$ cat config.mk
export PLATFORM = sky130hd
export DESIGN_NAME = prio_enc_rr
export DESIGN_NICKNAME = d
export VERILOG_FILES = /design/src/rtl/prio_enc_rr_pkg.sv /design/src/rtl/prio_pick.sv /design/src/rtl/prio_enc_rr.sv
export SDC_FILE = /design/constraint.sdc
export NUM_CORES = 1
export LEC_CHECK = 0
export BUFFER_PORTS_ARGS = -buffer_cell sky130_fd_sc_hd__buf_2
export CAP_MARGIN = 25
export CORE_AREA = 2 2 77 79
export CTS_BUF_LIST = sky130_fd_sc_hd__clkbuf_8
export CTS_CLUSTER_SIZE = 30
export DETAILED_ROUTE_END_ITERATION = 8
export DIE_AREA = 0 0 79 81
export HOLD_SLACK_MARGIN = 0.08
export PLACE_DENSITY = 0.36
export SYNTH_ARGS = -nofsm -noshare
export SYNTH_HDL_FRONTEND = slang
export SYNTH_SLANG_ARGS = --single-unit
$ cat constraint.sdc
create_clock -name clk -period 9.6 [get_ports clk]
set_clock_uncertainty 0.2 [all_clocks]
set_input_delay 1.92 -clock clk [delete_from_list [all_inputs] [get_ports clk]]
set_output_delay 1.92 -clock clk [all_outputs]
set_load 0.05 [all_outputs]
$ cat src/rtl/prio_enc_rr_pkg.sv
// prio_enc_rr_pkg: shared index-width helper and mode encodings for prio_enc_rr
package prio_enc_rr_pkg;
  localparam logic MODE_FIXED = 1'b0;
  localparam logic MODE_RR = 1'b1;
  function automatic int idx_w(input int n);
    return n < 2 ? 1 : $clog2(n);
  endfunction
endpackage

$ cat src/rtl/prio_pick.sv
// prio_pick: combinational rotate/find-highest/un-rotate picker; req,ptr,mode in -> idx,found out
module prio_pick
  import prio_enc_rr_pkg::*;
#(
  parameter int N = 8,
  localparam int W = idx_w(N)
) (
  input  logic [N-1:0] req,
  input  logic [W-1:0] ptr,
  input  logic         mode,
  output logic [W-1:0] idx,
  output logic         found
);
  logic [W-1:0] s;
  logic [W-1:0] j;
  logic [W:0] sum;
  assign s = mode == MODE_RR ? ptr : '0;
  always_comb begin
    j = '0;
    for (int k = 0; k < N; k++) if (req[(k + int'(s)) % N]) j = W'(k);
  end
  assign sum = {1'b0, j} + {1'b0, s};
  assign idx = sum >= (W+1)'(N) ? W'(sum - (W+1)'(N)) : sum[W-1:0];
  assign found = |req;
endmodule

$ cat src/rtl/prio_enc_rr.sv
// prio_enc_rr: queued fixed/round-robin priority encoder; clk,rst,en,d,mode,rdy in -> a,v,busy out
module prio_enc_rr
  import prio_enc_rr_pkg::*;
#(
  parameter int N = 8,
  localparam int W = idx_w(N)
) (
  input  logic         clk,
  input  logic         rst,
  input  logic         en,
  input  logic [N-1:0] d,
  input  logic         mode,
  input  logic         rdy,
  output logic [W-1:0] a,
  output logic         v,
  output logic         busy
);
  logic [N-1:0] p, nxt;
  logic [W-1:0] ptr, w;
  logic load, found;
  assign nxt = p | (en ? d : '0);
  assign load = !v || rdy;
  assign busy = (|p) || v;
  prio_pick #(.N(N)) u_pick (.req(nxt), .ptr(ptr), .mode(mode), .idx(w), .found(found));
  always_ff @(posedge clk) begin
    if (rst) begin
      a <= '0;
      v <= 1'b0;
      p <= '0;
      ptr <= '0;
    end else if (load && found) begin
      a <= w;
      v <= 1'b1;
      p <= nxt & ~(N'(1) << w);
      ptr <= w;
    end else if (load) begin
      a <= '0;
      v <= 1'b0;
      p <= '0;
    end else begin
      p <= nxt;
    end
  end
endmodule
; After elaboration in Yosys (flattened, before gate mapping)
; Cells that the tools add are included.
[op_classes]
n_mux = 37
shift = 1
reduce_logical = 14
n_bitwise = 10
magnitude_cmp = 8
n_addsub = 9
[op_table]
columns = op, count
row1 = $lt 4x5->1 const B, 7
row2 = $mux 3, 10
row3 = $mux 8, 3
row4 = $bmux 1 s3, 7
row5 = $reduce_or 3->1, 7
row6 = $mux 1, 17
row7 = $reduce_or 8->1, 2
row8 = $add 3x3->3 const A, 4
row9 = $and 8x8->8, 1
row10 = $not 8->8, 1
row11 = $or 8x8->8, 1
row12 = $shl 1x3->8 const A, 1
row13 = $and 1x1->1 const A, 7
row14 = $add 2x3->3 const A, 2
row15 = $add 3x3->4, 1
row16 = $ge 4x4->1 const B, 1
row17 = $add 1x3->3 const A, 1
row18 = $sub 3x1->3 const B, 1
row19 = $logic_or 1x1->1, 2
row20 = $reduce_bool 2->1, 1
row21 = $logic_and 1x1->1, 1
row22 = $logic_not 1->1, 1
[word_totals]
reg_bits = 15
inputBits = 13
elab_cells = 83
output_inout_bits = 5

; Logic depth before layout (Yosys ltp)
[depth]
depth_word = 21
ltp_mapped = 16
depth_no_buf = 15

; Modules after synthesis
; Synthesis repeated with hierarchy kept, for this count alone.
[unflattened]
cells_unflattened = 137
hier_area_um2 = 1234.9
[modules_own_cells]
columns = module, cells_each, area_per_inst_um2, n_inst, seq_area_each_um2
row1 = prio_pick, 67, 623.1, 1, 0.0
row2 = prio_enc_rr, 70, 611.8, 1, 300.3

; Worst setup path before layout
; Ideal clock, no wire load.
[synth_path]
path_kind = input -> register
startpoint = in mode
endpoint = reg a[2]
n_path_buf = 1
arrival_time_ns = 5.467
stages = 16
setup_slack_ns = 3.876
required_ns = 9.343
setup_ns = 0.057
path_cell_list = buf_2 > nand2_1 > ha_1 > xor2_1 > mux4_2 > mux2i_1 > o21ai_0 > nand3_1 > ha_1 > inv_1 > fa_1 > xor2_1 > o2111a_1 > o2111ai_1 > mux2_1 > or3b_1
[synth_via]
elab_chain_cells = 16
elab_cells_between_ends = 41
cone_classes = add/sub (9) / order compare (1) / mux (31)
[synth_lines]
columns = element, line_no
row1 = start: declaration, prio_enc_rr.sv:12  ; input logic mode,
row2 = $mux 3 *, prio_pick.sv:17  ; assign s = mode == MODE_RR ? ptr : '0;
row3 = $add 1x3->3, prio_pick.sv:20  ; for (int k = 0; k < N; k++) if (req[(k + int'(s)) % N]) j = W'(k);
row4 = $bmux 1 s3, prio_pick.sv:20
row5 = $mux 1 (implied by the code) (2 in series), prio_pick.sv:20
row6 = $mux 1, prio_pick.sv:20
row7 = $mux 3 (6 in series), prio_pick.sv:20
row8 = $add 3x3->4 *, prio_pick.sv:22  ; assign sum = {1'b0, j} + {1'b0, s};
row9 = $ge 4x4->1 or $sub 3x1->3 (tied branches), prio_pick.sv:23  ; assign idx = sum >= (W+1)'(N) ? W'(sum - (W+1)'(N)) : sum[W-1:0];
row10 = $mux 3 *, prio_pick.sv:23
row11 = $mux 3 *, prio_enc_rr.sv:31  ; end else if (load && found) begin
row12 = end signal: assignment, prio_enc_rr.sv:32  ; a <= w;
row13 = end: declaration, prio_enc_rr.sv:14  ; output logic [W-1:0] a,
; Every way passes the cells marked *; elsewhere a longest branch is shown, timed or not. The select of a mux whose other input is x is not followed.
; A chain may end at the register's enable or synchronous reset.

; Worst setup path in the final report
; Same ends and word-level chain as after synthesis.

==> metrics.txt <==
die height ~80 um; Critical Path AT 6.03 ns; CTS Hold Bufs 0; H-tree levels 1; count of final setup violators 0; Detailed Routing Iterations Pass 1 7; clock sink total 15; ratio of cells with drive above 1 in the final layout 0.1850; CTS tree done; final worst-path cycle share 0.6290; Clock Latency Late Sink ~0.25 ns; most common cell after layout, fill and taps aside nand2_1; # IOs 18; CTS Buffer Depth 2; root buf cell clkbuf_8; die width around 79 um; via/cell ratio about 5.3; final WL around 4 mm; critical path's top delay family multiplexers; clock-pin transition on the worst setup and hold timing paths roughly 0.060 ns; Peak Freq around 170 MHz; outcome finished clean; Worst Path Buf+Inv 2; Syn. warnings 0; final setup TNS 0 ns; Layout area overhead 13.50%; number of enable flip-flop cells after synthesis 0; CP required 9.60 ns; synthesized net count roughly 170; FF+latch count, synth 15; Crit path largest cell delay approximately 0.61 ns; non-filler cells, final between 200 and 250; Post-Synthesis Cells roughly 160; Min-Delay Path Class reg2reg; ys flop type dfxtp_1; post-layout util 0.2687; Leak roughly 0.63 nW; critical path type in2reg; full die area about 6400 um^2; Num CTS Buffers 3; overall routing resource usage 0.1325; initial core utilization 0.2368; Hold Slack 0.2571 ns; Vias about 1300; Routability Congestion between 0.8 and 0.9; placed cell count 244; Antenna Nets Post-Route 0; core region area ~5700 um^2; worst vdd ir approximately 120 uV; placed cell area ~1500 um^2; crit-path cells buf_2 > nand2_1 > ha_1 > xor2_1 > mux4_2 > mux2i_1 > o21ai_0 > nand3_1 > ha_1 > inv_1 > fa_1 > xor2_1 > o2111a_1 > o2111ai_1 > mux2_1 > or3b_1; Max-Cap Viols 0; commonest non-fill, non-tap cells in the layout nand2_1 (20), buf_2 (17), a21oi_1 (15), dfxtp_1 (15), nor2_1 (10); minimum clock period 6.038 ns; post-synthesis sequential area ratio 0.2235; asr flop ratio synth 0; fin area ~1500 um^2; unique cell type count in the Yosys netlist between 40 and 50; fin. max-slew vios 0; final hold vios 0; Slew @ Worst Pin between 0.8 and 0.9 ns; max_slew headroom 0.4613; nets between 150 and 200; largest net degree at the start of global routing 18; syn avg cell area 8.505 um^2; Pwr per Cell Area about 370 nW/um^2; first-pass GRT wire length approximately 6.5 mm; Post-CTS Resized 0; num rows 28; cell area after synthesis around 1300 um^2; Ant. Diodes 0; IO buf count 17; Critical Path Sink Type register; vias in the first global route roughly 1300; Setup crit start kind input port; DP HPWL approximately 3.3 mm; RSZ-0062 raised after global routing false; CP Max Fanout 11; GR Overflow Total 0; Setup Fix Bufs, Post-CTS 0; initial DRC count just under 70; routed len/inst 16.40 um; initial antenna violation count 0; slowest stage cell, crit path xor2_1; Residual DRC 0
-- cell usage after synthesis (all sizes together), types with 2 or more instances --
cell type | n | area [um^2]
nand3 | 4 | 20.02
o211ai | 2 | 15.01
o2111ai | 4 | 35.03
mux2i | 4 | 40.04
nand2 | 20 | 75.07
a21oi | 15 | 75.07
or3 | 4 | 30.03
and3 | 2 | 12.51
a31oi | 7 | 43.79
a211oi | 2 | 27.53
dfxtp | 15 | 300.3
buf | 5 | 40.04
nor3 | 2 | 10.01
ha | 2 | 25.02
nor4 | 4 | 25.02
a21o | 9 | 67.56
nor2b | 4 | 25.02
mux2 | 2 | 26.27
nand2b | 3 | 18.77
nor2 | 10 | 37.54
mux4 | 7 | 157.7
xor2 | 3 | 26.28
o21ai | 6 | 30.02
inv | 3 | 11.26
a21boi | 2 | 15.01
-- layout make-up --
type	count	area, um^2
inverters	4	15.01
clock inverters	1	5.005
multi-input cells	133	984.7
flip-flops and latches	15	300.3
well taps	75	93.84
clock buffers	3	41.29
fillers	643	4150
repair buffers	17	85.08
-- worst min-delay path, stage by stage, from the launching register on --
cell and delay (ns):
dfxtp_1 0.31, nand2_1 0.05, a21oi_1 0.05
-- metrics by stage --
stage	power (W)	setup WS, ns
after floorplan	0.0004207	3.876
after global placement	0.0005185	3.514
after detailed placement	0.0005155	3.338
after CTS	0.0005715	3.582
after global routing	0.0006123	3.116
final	0.0005679	3.562
-- report_power, final --
group,internal [W],leakage [nW],switching (W)
registers,0.0000856,0.125,0.0000269
logic,0.000158,0.479,0.000245
clock network,0.0000288,0.0255,0.0000238
-- layer usage --
| metal | global-route usage | wire length [um] | up-vias |
|---|---|---|---|
| met5 | 0 | 0 | - |
| met4 | 0.04483 | 85 | 0 |
| met3 | 0.01889 | 156 | 9 |
| met2 | 0.2161 | 1877 | 32 |
| met1 | 0.1800 | 1946 | 624 |
| li1 | - | - | 644 |
-- final timing paths --
path	startpoint	endpoint	slack [ns]	cells after the start
hold / removal	a[0]$_SDFFE_PP0P_	a[0]$_SDFFE_PP0P_	0.26	2
setup / recovery	mode	a[2]$_SDFFE_PP0P_	3.56	16
hold reg to reg	a[0]$_SDFFE_PP0P_	a[0]$_SDFFE_PP0P_	0.26	2
setup reg to reg	ptr[0]$_SDFFE_PP0P_	a[2]$_SDFFE_PP0P_	4.83	15
-- sequential cells by signal (all words and copies together), names as in the netlist --
name,count
a,3
p,8
ptr,3
v,1
-- kinds of logic after synthesis --
| kind of cell | count (synthesis) | synth area share |
|---|---|---|
| xor+xnor | 4 | 0.02608 |
| buf+inv | 10 | 0.04376 |
| simple gates | 58 | 0.2197 |
| flops | 15 | 0.2235 |
| mux | 13 | 0.1667 |
| fa+ha+maj | 3 | 0.03352 |
| compound gates | 55 | 0.2868 |
Power figures use the tool's default switching activity.
